### config.mk
export PLATFORM = sky130hd
export DESIGN_NAME = systolic_out_collector
export DESIGN_NICKNAME = d
export VERILOG_FILES = /design/src/rtl/systolic_pkg.sv /design/src/rtl/sync_fifo_fwft.sv /design/src/rtl/systolic_out_collector.sv
export SDC_FILE = /design/constraint.sdc
export NUM_CORES = 1
export LEC_CHECK = 0
export BUFFER_PORTS_ARGS = -buffer_cell sky130_fd_sc_hd__buf_2
export CAP_MARGIN = 20
export CORE_MARGIN = 1
export CORE_UTILIZATION = 43
export DETAILED_ROUTE_END_ITERATION = 10
export PLACE_DENSITY = 0.68
export SYNTH_ARGS = -nofsm -noshare
export SYNTH_HDL_FRONTEND = slang
export SYNTH_SLANG_ARGS = --single-unit
### constraint.sdc
create_clock -name clk -period 18.3 [get_ports clk]
set_clock_uncertainty 0.2 [all_clocks]
set_input_delay 0.915 -clock clk [delete_from_list [all_inputs] [get_ports clk]]
set_output_delay 0.915 -clock clk [all_outputs]
set_load 0.01 [all_outputs]
### src/rtl/systolic_pkg.sv
// systolic_pkg: shared lane widths, lane count and lane-pack order for the systolic output path.
package systolic_pkg;
    localparam int WIDTH = 16;
    localparam int FRAC_BIT = 10;
    localparam int LANES = 4;
    localparam int PACK_W = LANES * WIDTH;
    // Lane k occupies packed bits [k*WIDTH +: WIDTH], so y0 lands in the LSBs.
    typedef enum logic [1:0] {LANE_Y0, LANE_Y1, LANE_Y2, LANE_Y3} lane_e;
endpackage

### src/rtl/sync_fifo_fwft.sv
// sync_fifo_fwft: first-word fall-through FIFO; head entry is on dout whenever not empty, zero otherwise.
module sync_fifo_fwft #(
    parameter int DATA_W = 64,
    parameter int DEPTH = 8
) (
    input  logic                         clk,
    input  logic                         rst,
    input  logic                         clr,
    input  logic                         push,
    input  logic                         pop,
    input  logic [DATA_W-1:0]            din,
    output logic [DATA_W-1:0]            dout,
    output logic                         full,
    output logic                         empty,
    output logic [$clog2(DEPTH+1)-1:0]   count
);
    localparam int AW = $clog2(DEPTH);
    localparam int CW = $clog2(DEPTH + 1);
    logic [DATA_W-1:0] mem [DEPTH];
    logic [AW-1:0] wptr, rptr;
    logic push_ok, pop_ok;
    assign full = count == CW'(DEPTH);
    assign empty = count == '0;
    assign pop_ok = pop & ~clr & ~empty;
    assign push_ok = push & ~clr & (~full | pop_ok);
    assign dout = empty ? '0 : mem[rptr];
    always_ff @(posedge clk or posedge rst) begin
        if (rst) begin
            wptr <= '0;
            rptr <= '0;
            count <= '0;
        end else if (clr) begin
            wptr <= '0;
            rptr <= '0;
            count <= '0;
        end else begin
            if (push_ok) wptr <= wptr + AW'(1);
            if (pop_ok) rptr <= rptr + AW'(1);
            if (push_ok != pop_ok) count <= push_ok ? count + CW'(1) : count - CW'(1);
        end
    end
    always_ff @(posedge clk) begin
        if (push_ok) mem[wptr] <= din;
    end
endmodule

### src/rtl/systolic_out_collector.sv
// systolic_out_collector: buffers systolic result rows into an AXI-Stream master with framing and flow control.
// Optional SYSTOLIC_OUT_RELU_EN rectifies negative lanes at push time.
module systolic_out_collector
    import systolic_pkg::*;
#(
    parameter int WIDTH = systolic_pkg::WIDTH,
    parameter int FRAC_BIT = systolic_pkg::FRAC_BIT,
    parameter int DEPTH = 8
) (
    input  logic                     clk,
    input  logic                     rst,
    input  logic                     clr,
    input  logic [WIDTH-1:0]         y0,
    input  logic [WIDTH-1:0]         y1,
    input  logic [WIDTH-1:0]         y2,
    input  logic [WIDTH-1:0]         y3,
    input  logic                     out_valid,
    output logic                     array_en,
    input  logic [7:0]               frame_len,
    output logic [LANES*WIDTH-1:0]   m_axis_tdata,
    output logic                     m_axis_tvalid,
    input  logic                     m_axis_tready,
    output logic                     m_axis_tlast,
    output logic                     overflow
);
    localparam int CW = $clog2(DEPTH + 1);
    if (FRAC_BIT >= WIDTH || DEPTH < 4 || (DEPTH & (DEPTH - 1)) != 0) begin : g_bad_cfg
        $error("systolic_out_collector: invalid WIDTH/FRAC_BIT/DEPTH");
    end
    logic [WIDTH-1:0] lane [LANES];
    logic [LANES*WIDTH-1:0] din;
    logic [CW-1:0] count;
    logic [7:0] row_cnt, last_idx;
    logic full, empty, pop, drop;
    assign lane[LANE_Y0] = y0;
    assign lane[LANE_Y1] = y1;
    assign lane[LANE_Y2] = y2;
    assign lane[LANE_Y3] = y3;
    for (genvar i = 0; i < LANES; i++) begin : g_lane
`ifdef SYSTOLIC_OUT_RELU_EN
        assign din[i*WIDTH +: WIDTH] = lane[i][WIDTH-1] ? '0 : lane[i];
`else
        assign din[i*WIDTH +: WIDTH] = lane[i];
`endif
    end
    sync_fifo_fwft #(.DATA_W(LANES*WIDTH), .DEPTH(DEPTH)) u_fifo (
        .clk   (clk),
        .rst   (rst),
        .clr   (clr),
        .push  (out_valid),
        .pop   (pop),
        .din   (din),
        .dout  (m_axis_tdata),
        .full  (full),
        .empty (empty),
        .count (count)
    );
    assign m_axis_tvalid = ~empty;
    assign pop = m_axis_tvalid & m_axis_tready;
    assign drop = out_valid & full & ~pop & ~clr;
    // Two entries of headroom absorb rows already in flight in the array pipeline.
    assign array_en = count < CW'(DEPTH - 2);
    assign last_idx = (frame_len == 8'd0) ? 8'd0 : frame_len - 8'd1;
    assign m_axis_tlast = m_axis_tvalid & (row_cnt == last_idx);
    always_ff @(posedge clk or posedge rst) begin
        if (rst) begin
            row_cnt <= '0;
            overflow <= 1'b0;
        end else if (clr) begin
            row_cnt <= '0;
            overflow <= 1'b0;
        end else begin
            if (drop) overflow <= 1'b1;
            if (pop) row_cnt <= m_axis_tlast ? 8'd0 : row_cnt + 8'd1;
        end
    end
endmodule

# After elaboration in Yosys (flattened, before gate mapping)
# Memory sizes are Yosys's and may differ from the RTL's.
# Cells that the tools add are included.
# op_classes
n_addsub	6
magnitude_cmp	1
n_eq_ne	3
mux	16
n_bitwise	14
reduce_logical	7
# op_table
cell	n
64-bit two-way mux	1
8-bit two-way mux	4
3-bit two-way mux	4
4-bit two-way mux	3
2-bit nonzero test	5
1-bit AND	9
8-bit by 1-bit adder with 8-bit output (second input constant)	1
8-bit equality test	1
8-bit zero test	1
8-bit by 1-bit subtractor with 8-bit output (second input constant)	1
3-bit by 1-bit adder with 3-bit output (second input constant)	2
4-bit by 1-bit adder with 4-bit output (second input constant)	1
4-bit equality test (second input constant)	1
4-bit zero test	1
4-bit by 3-bit less-than comparator with 1-bit output (second input constant)	1
1-bit two-way mux	4
1-bit inverter	4
4-bit by 1-bit subtractor with 4-bit output (second input constant)	1
1-bit inequality test	1
1-bit OR	1
# totals
regBits	19
ram_bits	512
inputBits	77
output_inout_bits	68
elab_cells	53
n_memories	1
# mem_list
name	words	width	rd	rd_ports_with_merged_regs	write_ports	line_no	source
u_fifo.mem	8	64	1	0	1	sync_fifo_fwft.sv:19	logic [DATA_W-1:0] mem [DEPTH];

# Depth between registers and ports, before layout
# depth
ltp_word	10
mapped_depth	12
ltp_nobuf	12

# Modules after synthesis
# Synthesis repeated with hierarchy kept, for this count alone.
# hier_totals
cells_unflattened	1011
area_unflattened_um2	21050.2
# modules_own_cells
mod	instances	cells_per_inst	area_per_inst_um2	seq_area_each_um2
sync_fifo_fwft	1	894	20155.6	15625.0
systolic_out_collector	1	117	894.6	225.2

# Worst setup path after synthesis
# No wires, ideal clock.
# synth_timing
path_type	input to register
startpoint	input m_axis_tready
endpoint	memory u_fifo.mem[0][0], enable pin
setup_time_ns	0.565
arrival_ns	5.917
required_time_ns	17.535
setup_slack_ns	11.618
path_stages	5
n_path_buf	0
path_cell_list	inv_1 nand3_1 nand2_1 or3_1 nor3_1
# synth_via
elab_chain_cells	7
# synth_lines
element	line_no	source
from (decl)	systolic_out_collector.sv:22	input logic m_axis_tready,
1-bit AND	systolic_out_collector.sv:59	assign pop = m_axis_tvalid & m_axis_tready;
1-bit AND (2 in a row)	sync_fifo_fwft.sv:24	assign pop_ok = pop & ~clr & ~empty;
1-bit OR	sync_fifo_fwft.sv:25	assign push_ok = push & ~clr & (~full | pop_ok);
1-bit AND	sync_fifo_fwft.sv:25	
1-bit two-way mux	sync_fifo_fwft.sv:43	if (push_ok) mem[wptr] <= din;
1-bit two-way mux (implied by the code)	sync_fifo_fwft.sv:43	
to (decl)	sync_fifo_fwft.sv:19	
# No other way between the ends.

# Worst setup path in the final report
# layout_timing
startpoint	register u_fifo.rptr[0]
endpoint	output m_axis_tdata[55]
# layout_via
elab_chain_cells	2
# layout_lines
element	line_no	source
from (decl)	sync_fifo_fwft.sv:20	logic [AW-1:0] wptr, rptr;
from (signal assigned)	sync_fifo_fwft.sv:38	if (pop_ok) rptr <= rptr + AW'(1);
memory 8 x 64 bit	-	
64-bit two-way mux	sync_fifo_fwft.sv:26	assign dout = empty ? '0 : mem[rptr];
to (decl)	systolic_out_collector.sv:20	output logic [LANES*WIDTH-1:0] m_axis_tdata,
# No other way between the ends.

==> impl_metrics.ini <==
[status]
status = finished, final reports clean

[sta]
timing.final.crit_period_ns = 4.818
finalSetupTns_ns = 0
worst_pin_slew_ns = 1.073
slew_headroom = 0.2807
fin_crit_sh = 0.2633
hold_violations = 0
rsz0062_at_grt = no
fmax_ghz = 0.2076
final-setup-viol-count = 0
slew_violations = 0
worst_slack_ns = 13.48

[flow_run]
cap_violations = 0

[die]
coreArea_um2 = 47750
rows = 80
dieArea_um2 = 49280
io_pins = 145
start_util = 0.4359
dieHeight_um = 222.0
die_w_um = 222.0

[cells_and_area]
final_util = 0.5024
drive_gt1_frac = 0.3241
layout.nets = 1238
areaGrowthSynthToFinish_pct = 15.27

[clock_network]
cts-root-buf = clkbuf_16
worstSkewPairLatency_ns = 0.57
cts_buffer_depth = 3
cts_setup_buffers = 0
cts_tree = done
cts.clk_slew.worst_paths_ns = 0.06
cts.sinks = 531
ctsHoldBuffers = 0
cts_resized = 0
cts-buffers-inserted = 52
htree_levels = 2

[synth]
synth.distinct_cells = 48
synth_xor_xnor_area_share = 0.004209
synth_compound_area_frac = 0.01431
synth_mux_area_frac = 0.1703
synthAdderAreaFrac = 0.004569
syn_nets = 1074
synth_edf_count = 512
netlist_instances = 990
avgSynthCellArea_um2 = 21.02
synthSimpleGateAreaFrac = 0.03403
syn-cell-area_um2 = 20810
synth-seq-area-share = 0.7616
synthFlopType = edfxtp_1
ys_ff_latch = 531
async_flop_share = 0.03578
synth_top_family_by_area = multiplexers
yosysWarningCount = 0

[power]
cellLeakagePower_nw = 7.726
vdd_ir_drop_max_v = 0.00006855
power_switching_w = 0.0006920
p_seq_frac = 0.488
power.internal_w = 0.002170
power.share.combinational = 0.145
switching_share = 0.2418
power_per_cell_area_nw_per_um2 = 119.3
power.share.clock = 0.366

[place]
routabilityCongestion = 0.7373
pre_cts_slack_ns = 13.95
port_buffers = 144
dp_hpwl_mm = 22.04

[worst_setup_path]
r2r_cells = 6
arrival_ns = 3.70
r2r_slack_ns = 14.60
timing.rr.start = u_fifo.count[1]
critPathMaxFanout = 46
cp-end-kind = output port
path_class = register to output port
cp.required_ns = 17.19
startpoint_type = register
rr_endpoint = u_fifo.mem[0][8]

[routing]
drc = 0
wl_per_cell_um = 22.54
ant_nets = 0
drt_iter0_markers = 643
viasPerCell = 5.434
finalWirelength_mm = 40.86
dr.pass1.iters = 5
vias = 9852

[min_path]
hold_path.class = input pin to asynchronous set/reset pin

[grt]
grt_remaining_overflow = 0
grt_first_pass_wirelength_mm = 62.49
grt_max_degree = 67
antenna_found_initial = 8
grt_pass1_vias = 10290
grt.total_usage = 0.1694
## layer usage
layer	wire length, um	global-route usage	share of wire	vias to the layer above
met1	17940	0.2271	0.44	5154
met3	1768	0.03326	0.043	75
li1	-	-	-	4407
met5	80	0	0.0020	-
met2	20330	0.2833	0.50	204
met4	739	0.04637	0.018	12
## cell families (layout without fill, tap and decap cells)
family,Yosys count,count (layout)
adder cells (fa/ha/maj),7,7
AND/OR/NAND/NOR,150,150
AO/OA/AOI/OAI,40,40
buffers and inverters,58,265
multiplexers,194,194
other,0,1
XOR/XNOR,10,10
flip-flops,531,531
## critical path: stages (launching register included)
cell and delay [ns]:
dfrtp_4 1.06, buf_4 0.85, mux4_2 0.60, mux2i_1 0.25
nor2_1 0.08, buf_2 0.19
## worst max-delay path by stage
stage,from,end,slack (ns),cells past startpoint
final,u_fifo.rptr[0],m_axis_tdata[55],13.48,5
after global routing,u_fifo.rptr[0],m_axis_tdata[55],13.10,5
after CTS,u_fifo.rptr[0],m_axis_tdata[55],13.32,5
after detailed placement,u_fifo.rptr[0],m_axis_tdata[55],13.95,5
after global placement,u_fifo.rptr[0],m_axis_tdata[55],13.91,5
after floorplan,m_axis_tready,u_fifo.mem[0][0],11.62,5
## power groups by stage
stage / Sequential (W) / Combinational [W] / Clock [W]
finish: 0.00140 / 0.000415 / 0.00105
global route: 0.00140 / 0.000456 / 0.00111
CTS: 0.00140 / 0.000428 / 0.00107
detailed placement: 0.00143 / 0.000426 / 0
global placement: 0.00142 / 0.000423 / 0
floorplan: 0.00140 / 0.000298 / 0
## through the flow
step / hold WS, ns / power, W / area [um^2] / cells
floorplan: 0.3290 / 0.001695 / 20810 / 990
global placement: 0.2943 / 0.001847 / 22290 / 1715
detailed placement: 0.3003 / 0.001852 / 22290 / 1715
CTS: 0.2707 / 0.002898 / 23990 / 1812
global route: 0.3213 / 0.002974 / 23990 / 1812
finish: 0.2687 / 0.002862 / 23990 / 1813
## cell type report
| cell class | instances | area (um^2) |
|---|---|---|
| antenna | 1 | 2.502 |
| clock buffer | 63 | 1394 |
| clock inverter | 34 | 305.3 |
| fill | 3777 | 23760 |
| inverter | 10 | 37.54 |
| multi-input combinational | 401 | 4793 |
| sequential | 531 | 15860 |
| tap | 615 | 769.5 |
| timing repair buffer | 158 | 825.8 |
## cell usage after synthesis (3+ instances only)
master    number  area, um^2
xnor2_1        4       35.03
o21ai_0        4       20.02
a22o_1         4       35.03
mux2i_1       66       660.6
edfxtp_1     512       15370
xor2_1         6       52.55
mux4_2       128        2883
ha_1           6       75.07
nand2_1       11       41.29
or2_2          4       25.02
dfrtp_1       19       475.5
a21oi_1        9       45.04
buf_1         19       71.32
o31ai_1        3       22.52
a211oi_1       3       22.52
a21o_1         5       37.54
nor2b_1        5       31.28
nor3_1         6       30.03
inv_1         10       37.54
nand2b_1       4       25.02
or3_1          8       50.05
clkbuf_1      25       93.84
buf_2          3       15.01
nor2_1        89       334.1
nand3_1        9       45.04
## layout by cell type (no fill, tap or decap), types with 5 or more instances in the layout
master / netlist / routed
inv_1: 10 / 10
buf_4: 0 / 14
mux2i_1: 66 / 66
a21o_1: 5 / 5
clkinv_1: 0 / 11
buf_2: 3 / 144
ha_1: 6 / 6
mux4_2: 128 / 128
xor2_1: 6 / 6
a21oi_1: 9 / 9
nor2b_1: 5 / 5
clkinv_2: 0 / 11
bufinv_16: 0 / 5
nand2_1: 11 / 11
dfrtp_1: 19 / 16
or3_1: 8 / 8
clkbuf_1: 25 / 7
clkbuf_16: 0 / 53
nor2_4: 1 / 7
nor2_1: 89 / 83
edfxtp_1: 512 / 512
nand3_1: 9 / 9
## state kept, by name (all words and copies together), names as in the netlist
signal / cells
u_fifo.mem: 512
row_cnt: 8
u_fifo.count: 4
u_fifo.rptr: 3
u_fifo.wptr: 3
overflow: 1
Note: power is estimated with default switching activity, not from simulation.
